==> src/rtl/mac_pkg.sv <==
// Shared types and arithmetic helpers for the MAC lane array.
// sat_add: accumulator add with clamp/wrap; narrow: shift and fit to result width.
package mac_pkg;

    localparam int DEF_DATA_W   = 8;
    localparam int DEF_WEIGHT_W = 8;
    localparam int PROD_W       = DEF_DATA_W + DEF_WEIGHT_W;

    // val is the fitted value, sign/zero-extended to 64 bits
    typedef struct packed {
        logic [63:0] val;
        logic        ovf;
    } res_t;

    // Fit a 64-bit value into w bits: clamp when sat, else wrap.
    // ovf only reports when clamping is active.
    function automatic res_t fit(
        input logic [63:0] x,
        input int          w,
        input bit          sgn,
        input bit          sat
    );
        logic [63:0] maxv;
        logic [63:0] minv;
        logic [63:0] mask;
        logic [63:0] low;
        logic [63:0] wrapped;
        logic        hi;
        logic        lo;
        res_t        r;
        mask = (64'd1 << w) - 64'd1;
        if (sgn) begin
            maxv = (64'd1 << (w - 1)) - 64'd1;
            minv = ~maxv;
            hi   = $signed(x) > $signed(maxv);
            lo   = $signed(x) < $signed(minv);
        end else begin
            maxv = mask;
            minv = 64'd0;
            hi   = x > maxv;
            lo   = 1'b0;
        end
        low = x & mask;
        if (sgn && low[w-1])
            wrapped = low | ~mask;
        else
            wrapped = low;
        r.ovf = sat && (hi || lo);
        if (!sat)
            r.val = wrapped;
        else if (hi)
            r.val = maxv;
        else if (lo)
            r.val = minv;
        else
            r.val = x;
        return r;
    endfunction

    function automatic res_t sat_add(
        input logic [63:0] a,
        input logic [63:0] b,
        input int          w,
        input bit          sgn,
        input bit          sat
    );
        return fit(a + b, w, sgn, sat);
    endfunction

    // Operand is already extended, so >>> is correct for both modes
    function automatic res_t narrow(
        input logic [63:0] x,
        input int          shift,
        input int          w,
        input bit          sgn,
        input bit          sat
    );
        logic [63:0] s;
        s = $signed(x) >>> shift;
        return fit(s, w, sgn, sat);
    endfunction

endpackage

==> src/rtl/mac_lane.sv <==
// One MAC lane: S1 product register, accumulator, sticky saturation bit, result.
// Ports: clk, reset, stall, take, en, s1_valid, s1_last, data, weight -> out, sat_flag.
module mac_lane
    import mac_pkg::*;
#(
    parameter int DATA_W    = 8,
    parameter int WEIGHT_W  = 8,
    parameter int ACC_W     = 24,
    parameter int OUT_W     = 16,
    parameter int OUT_SHIFT = 0,
    parameter int SIGNED    = 1,
    parameter int SAT       = 1
) (
    input  logic                clk,
    input  logic                reset,
    input  logic                stall,
    input  logic                take,
    input  logic                en,
    input  logic                s1_valid,
    input  logic                s1_last,
    input  logic [DATA_W-1:0]   data,
    input  logic [WEIGHT_W-1:0] weight,
    output logic [OUT_W-1:0]    out,
    output logic                sat_flag
);

    localparam int PW = DATA_W + WEIGHT_W;

    logic [PW-1:0]    prod;
    logic [PW-1:0]    prod_d;
    logic [ACC_W-1:0] acc;
    logic             sticky;
    logic [63:0]      acc_x;
    logic [63:0]      prod_x;
    res_t             add_r;
    res_t             nar_r;

    always_comb begin
        prod_d = '0;
        acc_x  = '0;
        prod_x = '0;
        if (take && en) begin
            if (SIGNED != 0)
                prod_d = PW'($signed(data)) * PW'($signed(weight));
            else
                prod_d = PW'(data) * PW'(weight);
        end
        if (SIGNED != 0) begin
            acc_x  = 64'($signed(acc));
            prod_x = 64'($signed(prod));
        end else begin
            acc_x  = 64'(acc);
            prod_x = 64'(prod);
        end
        add_r = sat_add(acc_x, prod_x, ACC_W, SIGNED != 0, SAT != 0);
        nar_r = narrow(add_r.val, OUT_SHIFT, OUT_W, SIGNED != 0, SAT != 0);
    end

    always_ff @(posedge clk) begin
        if (reset) begin
            prod     <= '0;
            acc      <= '0;
            sticky   <= 1'b0;
            out      <= '0;
            sat_flag <= 1'b0;
        end else if (!stall) begin
            prod <= prod_d;
            if (s1_valid) begin
                if (s1_last) begin
                    acc      <= '0;
                    sticky   <= 1'b0;
                    out      <= nar_r.val[OUT_W-1:0];
                    sat_flag <= sticky | add_r.ovf | nar_r.ovf;
                end else begin
                    acc    <= add_r.val[ACC_W-1:0];
                    sticky <= sticky | add_r.ovf;
                end
            end
        end
    end

endmodule

==> src/rtl/mac_lane_array.sv <==
// N-lane multiply-accumulate array with valid/ready input and output handshakes.
// Ports: clk, reset, in_valid/in_ready/in_last, lane_en, datas, weights, out_valid/out_ready, outs, sat_flags.
module mac_lane_array
    import mac_pkg::*;
#(
    parameter int NUM_LANES = 8,
    parameter int DATA_W    = 8,
    parameter int WEIGHT_W  = 8,
    parameter int ACC_W     = 24,
    parameter int OUT_W     = 16,
    parameter int OUT_SHIFT = 0,
    parameter int SIGNED    = 1,
    parameter int SAT       = 1
) (
    input  logic                          clk,
    input  logic                          reset,
    input  logic                          in_valid,
    output logic                          in_ready,
    input  logic                          in_last,
    input  logic [NUM_LANES-1:0]          lane_en,
    input  logic [DATA_W*NUM_LANES-1:0]   datas,
    input  logic [WEIGHT_W*NUM_LANES-1:0] weights,
    output logic                          out_valid,
    input  logic                          out_ready,
    output logic [OUT_W*NUM_LANES-1:0]    outs,
    output logic [NUM_LANES-1:0]          sat_flags
);

    logic stall;
    logic take;
    logic s1_valid;
    logic s1_last;

    assign stall    = out_valid && !out_ready;
    assign in_ready = !stall;
    assign take     = in_valid && in_ready;

    // When not stalled, a pending result is either consumed or replaced,
    // so out_valid simply follows a completing last beat.
    always_ff @(posedge clk) begin
        if (reset) begin
            s1_valid  <= 1'b0;
            s1_last   <= 1'b0;
            out_valid <= 1'b0;
        end else if (!stall) begin
            s1_valid  <= take;
            s1_last   <= take && in_last;
            out_valid <= s1_valid && s1_last;
        end
    end

    for (genvar i = 0; i < NUM_LANES; i++) begin : g_lane
        mac_lane #(
            .DATA_W   (DATA_W),
            .WEIGHT_W (WEIGHT_W),
            .ACC_W    (ACC_W),
            .OUT_W    (OUT_W),
            .OUT_SHIFT(OUT_SHIFT),
            .SIGNED   (SIGNED),
            .SAT      (SAT)
        ) u_lane (
            .clk     (clk),
            .reset   (reset),
            .stall   (stall),
            .take    (take),
            .en      (lane_en[i]),
            .s1_valid(s1_valid),
            .s1_last (s1_last),
            .data    (datas[DATA_W*i +: DATA_W]),
            .weight  (weights[WEIGHT_W*i +: WEIGHT_W]),
            .out     (outs[OUT_W*i +: OUT_W]),
            .sat_flag(sat_flags[i])
        );
    end

endmodule

==> config.mk <==
export PLATFORM = sky130hd
export DESIGN_NAME = mac_lane_array
export DESIGN_NICKNAME = d
export VERILOG_FILES = /design/src/rtl/mac_pkg.sv /design/src/rtl/mac_lane.sv /design/src/rtl/mac_lane_array.sv
export SDC_FILE = /design/constraint.sdc
export NUM_CORES = 2
export LEC_CHECK = 0
export ABC_AREA = 1
export BUFFER_PORTS_ARGS = -buffer_cell sky130_fd_sc_hd__buf_2
export CAP_MARGIN = 40
export CORE_ASPECT_RATIO = 0.9
export CORE_MARGIN = 5
export CORE_UTILIZATION = 60
export CTS_BUF_LIST = sky130_fd_sc_hd__clkbuf_4 sky130_fd_sc_hd__clkbuf_8 sky130_fd_sc_hd__clkbuf_16
export DETAILED_ROUTE_END_ITERATION = 6
export PLACE_DENSITY = 0.79
export SLEW_MARGIN = 20
export SYNTH_ARGS = -nofsm -noshare
export SYNTH_HDL_FRONTEND = slang
export SYNTH_SLANG_ARGS = --single-unit
==> constraint.sdc <==
create_clock -name clk -period 6.33 [get_ports clk]
set_input_delay 0.3165 -clock clk [delete_from_list [all_inputs] [get_ports clk]]
set_output_delay 0.3165 -clock clk [all_outputs]
set_load 0.02 [all_outputs]
# After elaboration in Yosys (flattened, before gate mapping)
# Cells that the tools add are included.
# Widths: inputs -> output; s select.
# totals
ram_bits	0
mem_count	0
register_bits	467
latch_bits	0
inputBits	141
wordCells	196
romBits	0
out_inout_bits	138
# op_classes
n_reduce_logical	32
n_mux	56
n_div	0
shifts	0
magnitude_cmp	32
n_addsub	8
eq_ne	0
multipliers	8
bitwise	17
# ops
op	count
$mux 64	16
$gt 64x16->1 const B	8
$gt 64x24->1 const B	8
$lt 64x16->1 const B	8
$lt 64x24->1 const B	8
$mux 16	24
$add 24x16->25	8
$mux 24	8
$mul 8x8->16	8
$logic_or 1x1->1	16
$or 1x1->1	16
$logic_and 1x1->1	12
$mux 1	8
$reduce_and 3->1	1
$logic_not 1->1	2
$reduce_and 2->1	1
$not 1->1	1

# Longest topological paths before layout
# logic_depth
word_depth	7
mapped_depth	28
depth_no_buf	27

# Cells and area by module
# Synthesis repeated with hierarchy kept, for this count alone.
# unflattened
cells_unflattened	7874
area_unflattened_um2	53193.5
# modules_own_cells
module	seq_area_each_um2	area_per_inst_um2	cells_per_inst	instances
mac_lane at g_lane[0].u_lane ...	1161.1	6648.9	983	3
mac_lane at g_lane[2].u_lane ...	1161.1	6646.4	979	3
mac_lane at g_lane[7].u_lane	1161.1	6695.2	1006	1
mac_lane at g_lane[4].u_lane	1161.1	6473.7	966	1
mac_lane_array	60.1	138.9	16	1

# Worst setup path after synthesis
# OpenSTA, ideal clock, no wires.
# synth_timing
path_type	input -> register
startpoint	input port datas[57]
endpoint	register g_lane[7].u_lane.prod[15]
n_path_buf	1
slack_ps	1795
arrival_ps	4422
cell_stages	21
setup_ps	114
required_ps	6216
path_cell_list	clkbuf_1 or2_2 fa_1 inv_1 fa_1 fa_1 fa_1 ha_1 a21oi_1 o21ai_0 a21oi_1 inv_1 nand2_1 nand2_1 a21oi_1 or2_2 nand2_1 a21oi_1 or2_2 nand3_1 nand2_1
# synth_via
elab_chain_cells	2
# synth_rtl
element	line_no	rtl
start, declared	mac_lane_array.sv:21	input logic [DATA_W*NUM_LANES-1:0] datas,
$mul 8x8->16	mac_lane.sv:44	prod_d = PW'($signed(data)) * PW'($signed(weight));
$mux 16	mac_lane.sv:42	if (take && en) begin
end signal, assigned	mac_lane.sv:67	prod <= prod_d;
end, declared	mac_lane.sv:29	logic [PW-1:0] prod;
# No other way between the ends.
# A chain may end at the register's enable or synchronous reset.

# Worst setup path in the final report
# layout_timing
startpoint	input port weights[39]
endpoint	register g_lane[4].u_lane.prod[15]
# layout_via
elab_chain_cells	2
# layout_rtl
element	line_no	rtl
start, declared	mac_lane_array.sv:22	input logic [WEIGHT_W*NUM_LANES-1:0] weights,
$mul 8x8->16	mac_lane.sv:44	
$mux 16	mac_lane.sv:42	
end signal, assigned	mac_lane.sv:67	
end, declared	mac_lane.sv:29	
# No other way between the ends.

==> summary.md <==
| Metric | Value |
|---|---|
| Residual DRC | 0 |
| CP arrival | 4.74 ns |
| # IOs | 279 |
| Root buffer cell | clkbuf_16 |
| Yosys warns | 0 |
| Fin Clk Skew | around 0.03 ns |
| Routed wire length | about 140000 um |
| XOR/XNOR Fraction of Synth Area | 3.07% |
| Setup TNS | 0 ns |
| Minimum clock period | about 4.2 ns |
| HP Class | input port to flip-flop |
| Number of enable flip-flop cells after synthesis | 0 |
| Area Overhead vs Synth | 7.38% |
| Final hold slack | 0.0608 ns |
| Hold path cells | 3 |
| Worst Hold Launch | datas[40] |
| Synth Net Count | 8472 |
| H-tree Lvls | 2 |
| Share of cells above drive strength 1 | under 10% |
| Sequential area share after synthesis | 18.4% |
| Final ANT Viol Nets | 0 |
| Clk_lat worst skew | ~0.63 ns |
| Worst-Margin Slew | 0.895 ns |
| Top FF cell, synth | dfxtp_1 |
| FF-to-FF path depth | 20 |
| Total number of vias | 47221 |
| Reg-to-reg critical path endpoint | g_lane[1].u_lane.out[11] |
| Count of cell types in the netlist | 47 |
| Number of port buffers | roughly 280 |
| Final setup fails | 0 |
| Pwr Density | roughly 340 mW/mm^2 |
| Peak Freq | 237 MHz |
| Width of the die | 317 um |
| Die height | 286 um |
| Post-CTS resize count | 0 |
| CP endpoint kind | flip-flop |
| Area of the die | 0.0906 mm^2 |
| Required time worst endpoint | roughly 6.8 ns |
| R2r setup slk | 2.30 ns |
| Status | finished, final reports clean |
| Post-CTS setup buffers | 0 |
| First-pass GRT wire length | 233000 um |
| Core footprint | around 0.084 mm^2 |
| Drt pass-1 iters | 6 |
| Worst IR Drop VDD | 0.000233 V |
| Simple-gate portion of the synthesized area | 27.6% |
| Final period util | between 60% and 70% |
| WS Path Type | input port to flip-flop |
| Placed Instance Area | 0.0525 mm^2 |
| Max-cap viol count | 0 |
| Seq cells post-synth | 467 |
| Adder-Cell Fraction of Synth Area | 28.1% |
| CP Max Fanout | 8 |
| Worst-path clk slew | 0.06 ns |
| Syn Area/Cell | 6.81 um^2 |
| Ys async rst share | 0% |
| WHS Endpoint | g_lane[5].u_lane.prod[0] |
| Gpl congestion | 0.986 |
| Slew HR | 39.9% |
| Crit Reg-Reg Startpoint | g_lane[1].u_lane.prod[0] |
| Gr ovfl total | 0 |
| DR iter-0 viols | 3807 |
| Num CTS Buffers | between 50 and 60 |
| CTS sink cnt | 467 |
| Syn Inst Count | about 7500 |
| Clock Tree Buf Depth | 3 |
| Starting Density | 60.4% |
| Average wire per standard cell | 16.6 um |
| Final hold violations | 0 |
| Gr usage total | 31.4% |
| Synth Area in Compound Gates | about a tenth |
| Hpwl dp | 115000 um |
| Number of global-route vias before repair | 45358 |
| Row Count | between 100 and 150 |
| Antenna violations before repair | 9 |
| Fin. max-slew vios | 0 |
| Fin nets | 8529 |
| CTS tree | built |
| RSZ-0062 raised after global routing | no |
| Largest net degree at the start of global routing | 104 |
| Vias per cell | between 5 and 6 |
| Critical Path Start Type | input port |
| Leak | 30.1 nW |
| Synthesized area | 0.0508 mm^2 |
| Final non-filler cell area | ~0.055 mm^2 |
| Combinational family with the most area after synthesis | adder cells |
| Multiplexer share of the synthesized area | 0% |
-- layout by cell type, fill, tap and decap left out, types with 9 or more instances in the layout --
cell type,count
nand2_1,2235
inv_1,1282
a21oi_1,506
dfxtp_1,467
fa_1,448
nor2_1,442
ha_1,424
nand3_1,401
buf_2,277
o21ai_0,237
xor2_1,92
nand4_1,88
or2_2,88
xnor2_1,86
a2bb2oi_1,78
clkbuf_16,56
nor3_1,47
o21bai_1,44
nand2_2,32
o31ai_1,20
inv_2,18
o21ai_1,17
and2_1,16
a32o_1,16
buf_4,16
nand2_4,13
nor2_2,11
inv_6,9
-- critical path: stages --
cell and delay [ns]:
buf_2 0.10, inv_1 0.11, or2_2 0.31, fa_1 0.54, inv_1 0.05, fa_1 0.50, fa_1 0.52, fa_1 0.50
ha_1 0.35, nand2_1 0.08, o21ai_0 0.17, a21oi_1 0.06, inv_1 0.07, nand2_1 0.06, nand2_1 0.07, a21oi_1 0.07
or2_2 0.29, nand2_1 0.07, a21oi_1 0.07, or2_2 0.27, nand3_1 0.08, nand2_1 0.06
-- flip-flops by register name, summed over array words and instances (netlist names) --
register and count:
g_lane.u_lane.out 128, g_lane.u_lane.prod 128, g_lane.u_lane.acc 192, g_lane.u_lane.sat_flag 8
g_lane.u_lane.sticky 8, s1_last 1, s1_valid 1, out_valid 1
-- routing by layer --
layer | global-route usage, % | vias up | share of wire (%)
li1 | - | 23296 | -
met1 | 45.0 | 22137 | 46
met2 | 48.9 | 1583 | 43
met3 | 6.45 | 197 | 8.6
met4 | 7.43 | 8 | 2.3
met5 | 0 | - | 0.032
-- layout make-up --
cell class	instances	area, um^2
multi-input combinational	5387	35300
fill	7867	29600
sequential	467	9350
inverter	1306	4910
timing repair buffer	299	1610
clock buffer	68	1520
tap	1133	1420
clock inverter	35	473
antenna	2	5.00
-- cell families after synthesis --
group,after synthesis
AOI/OAI and AO/OA,949
xor gates and xnor gates,178
adders and majority gates,872
buffers and inverters,1605
DFF,467
and+or+nand+nor,3388
-- report_power, final --
group / internal (mW) / total, mW / leakage [nW] / switching [mW]
combinational: 4.04 / 11.2 / 25.3 / 7.20
sequential: 3.32 / 3.68 / 3.78 / 0.356
clock: 2.06 / 3.45 / 0.968 / 1.39
-- cells in the mapped netlist, types with 20 or more instances --
cell,number,area [um^2]
a21oi_1,506,2530
a2bb2oi_1,78,683
clkbuf_1,236,886
dfxtp_1,467,9350
fa_1,448,8970
ha_1,424,5310
inv_1,1283,4820
nand2_1,2237,8400
nand2_2,31,194
nand3_1,401,2010
nand4_1,88,551
nor2_1,447,1680
nor3_1,47,235
o21ai_0,237,1190
o21bai_1,44,330
o31ai_1,20,150
or2_2,88,551
xnor2_1,86,753
xor2_1,92,806
-- timing repair --
action,in CTS,in global routing
hold buffers,2,0
setup endpoints to repair,0,0
endpoints found under the hold margin,2,0
-- stage by stage --
stage / setup WS, ns / total power [mW] / cells / utilization, %
after floorplan: 1.79 / 12.2 / 7459 / -
final: 2.11 / 18.4 / 8697 / 64.8
after global placement: 1.58 / 14.5 / 8588 / 62.4
after detailed placement: 1.49 / 14.8 / 8590 / 62.4
after CTS: 2.15 / 18.3 / 8695 / 64.8
after global routing: 1.78 / 20.2 / 8695 / 64.8
-- how the worst max path moves through the flow --
stage / from / end / slack (ns) / cells after the start
2_1_floorplan: datas[57] / g_lane[7].u_lane.prod[15] / 1.79 / 21
3_3_place_gp: weights[39] / g_lane[4].u_lane.prod[15] / 1.58 / 22
3_5_place_dp: weights[63] / g_lane[7].u_lane.prod[15] / 1.49 / 22
4_1_cts: weights[63] / g_lane[7].u_lane.prod[15] / 2.15 / 22
5_1_grt: weights[15] / g_lane[1].u_lane.prod[15] / 1.78 / 22
6_report: weights[39] / g_lane[4].u_lane.prod[15] / 2.11 / 22
No activity file was read; power rests on OpenSTA's default activity.
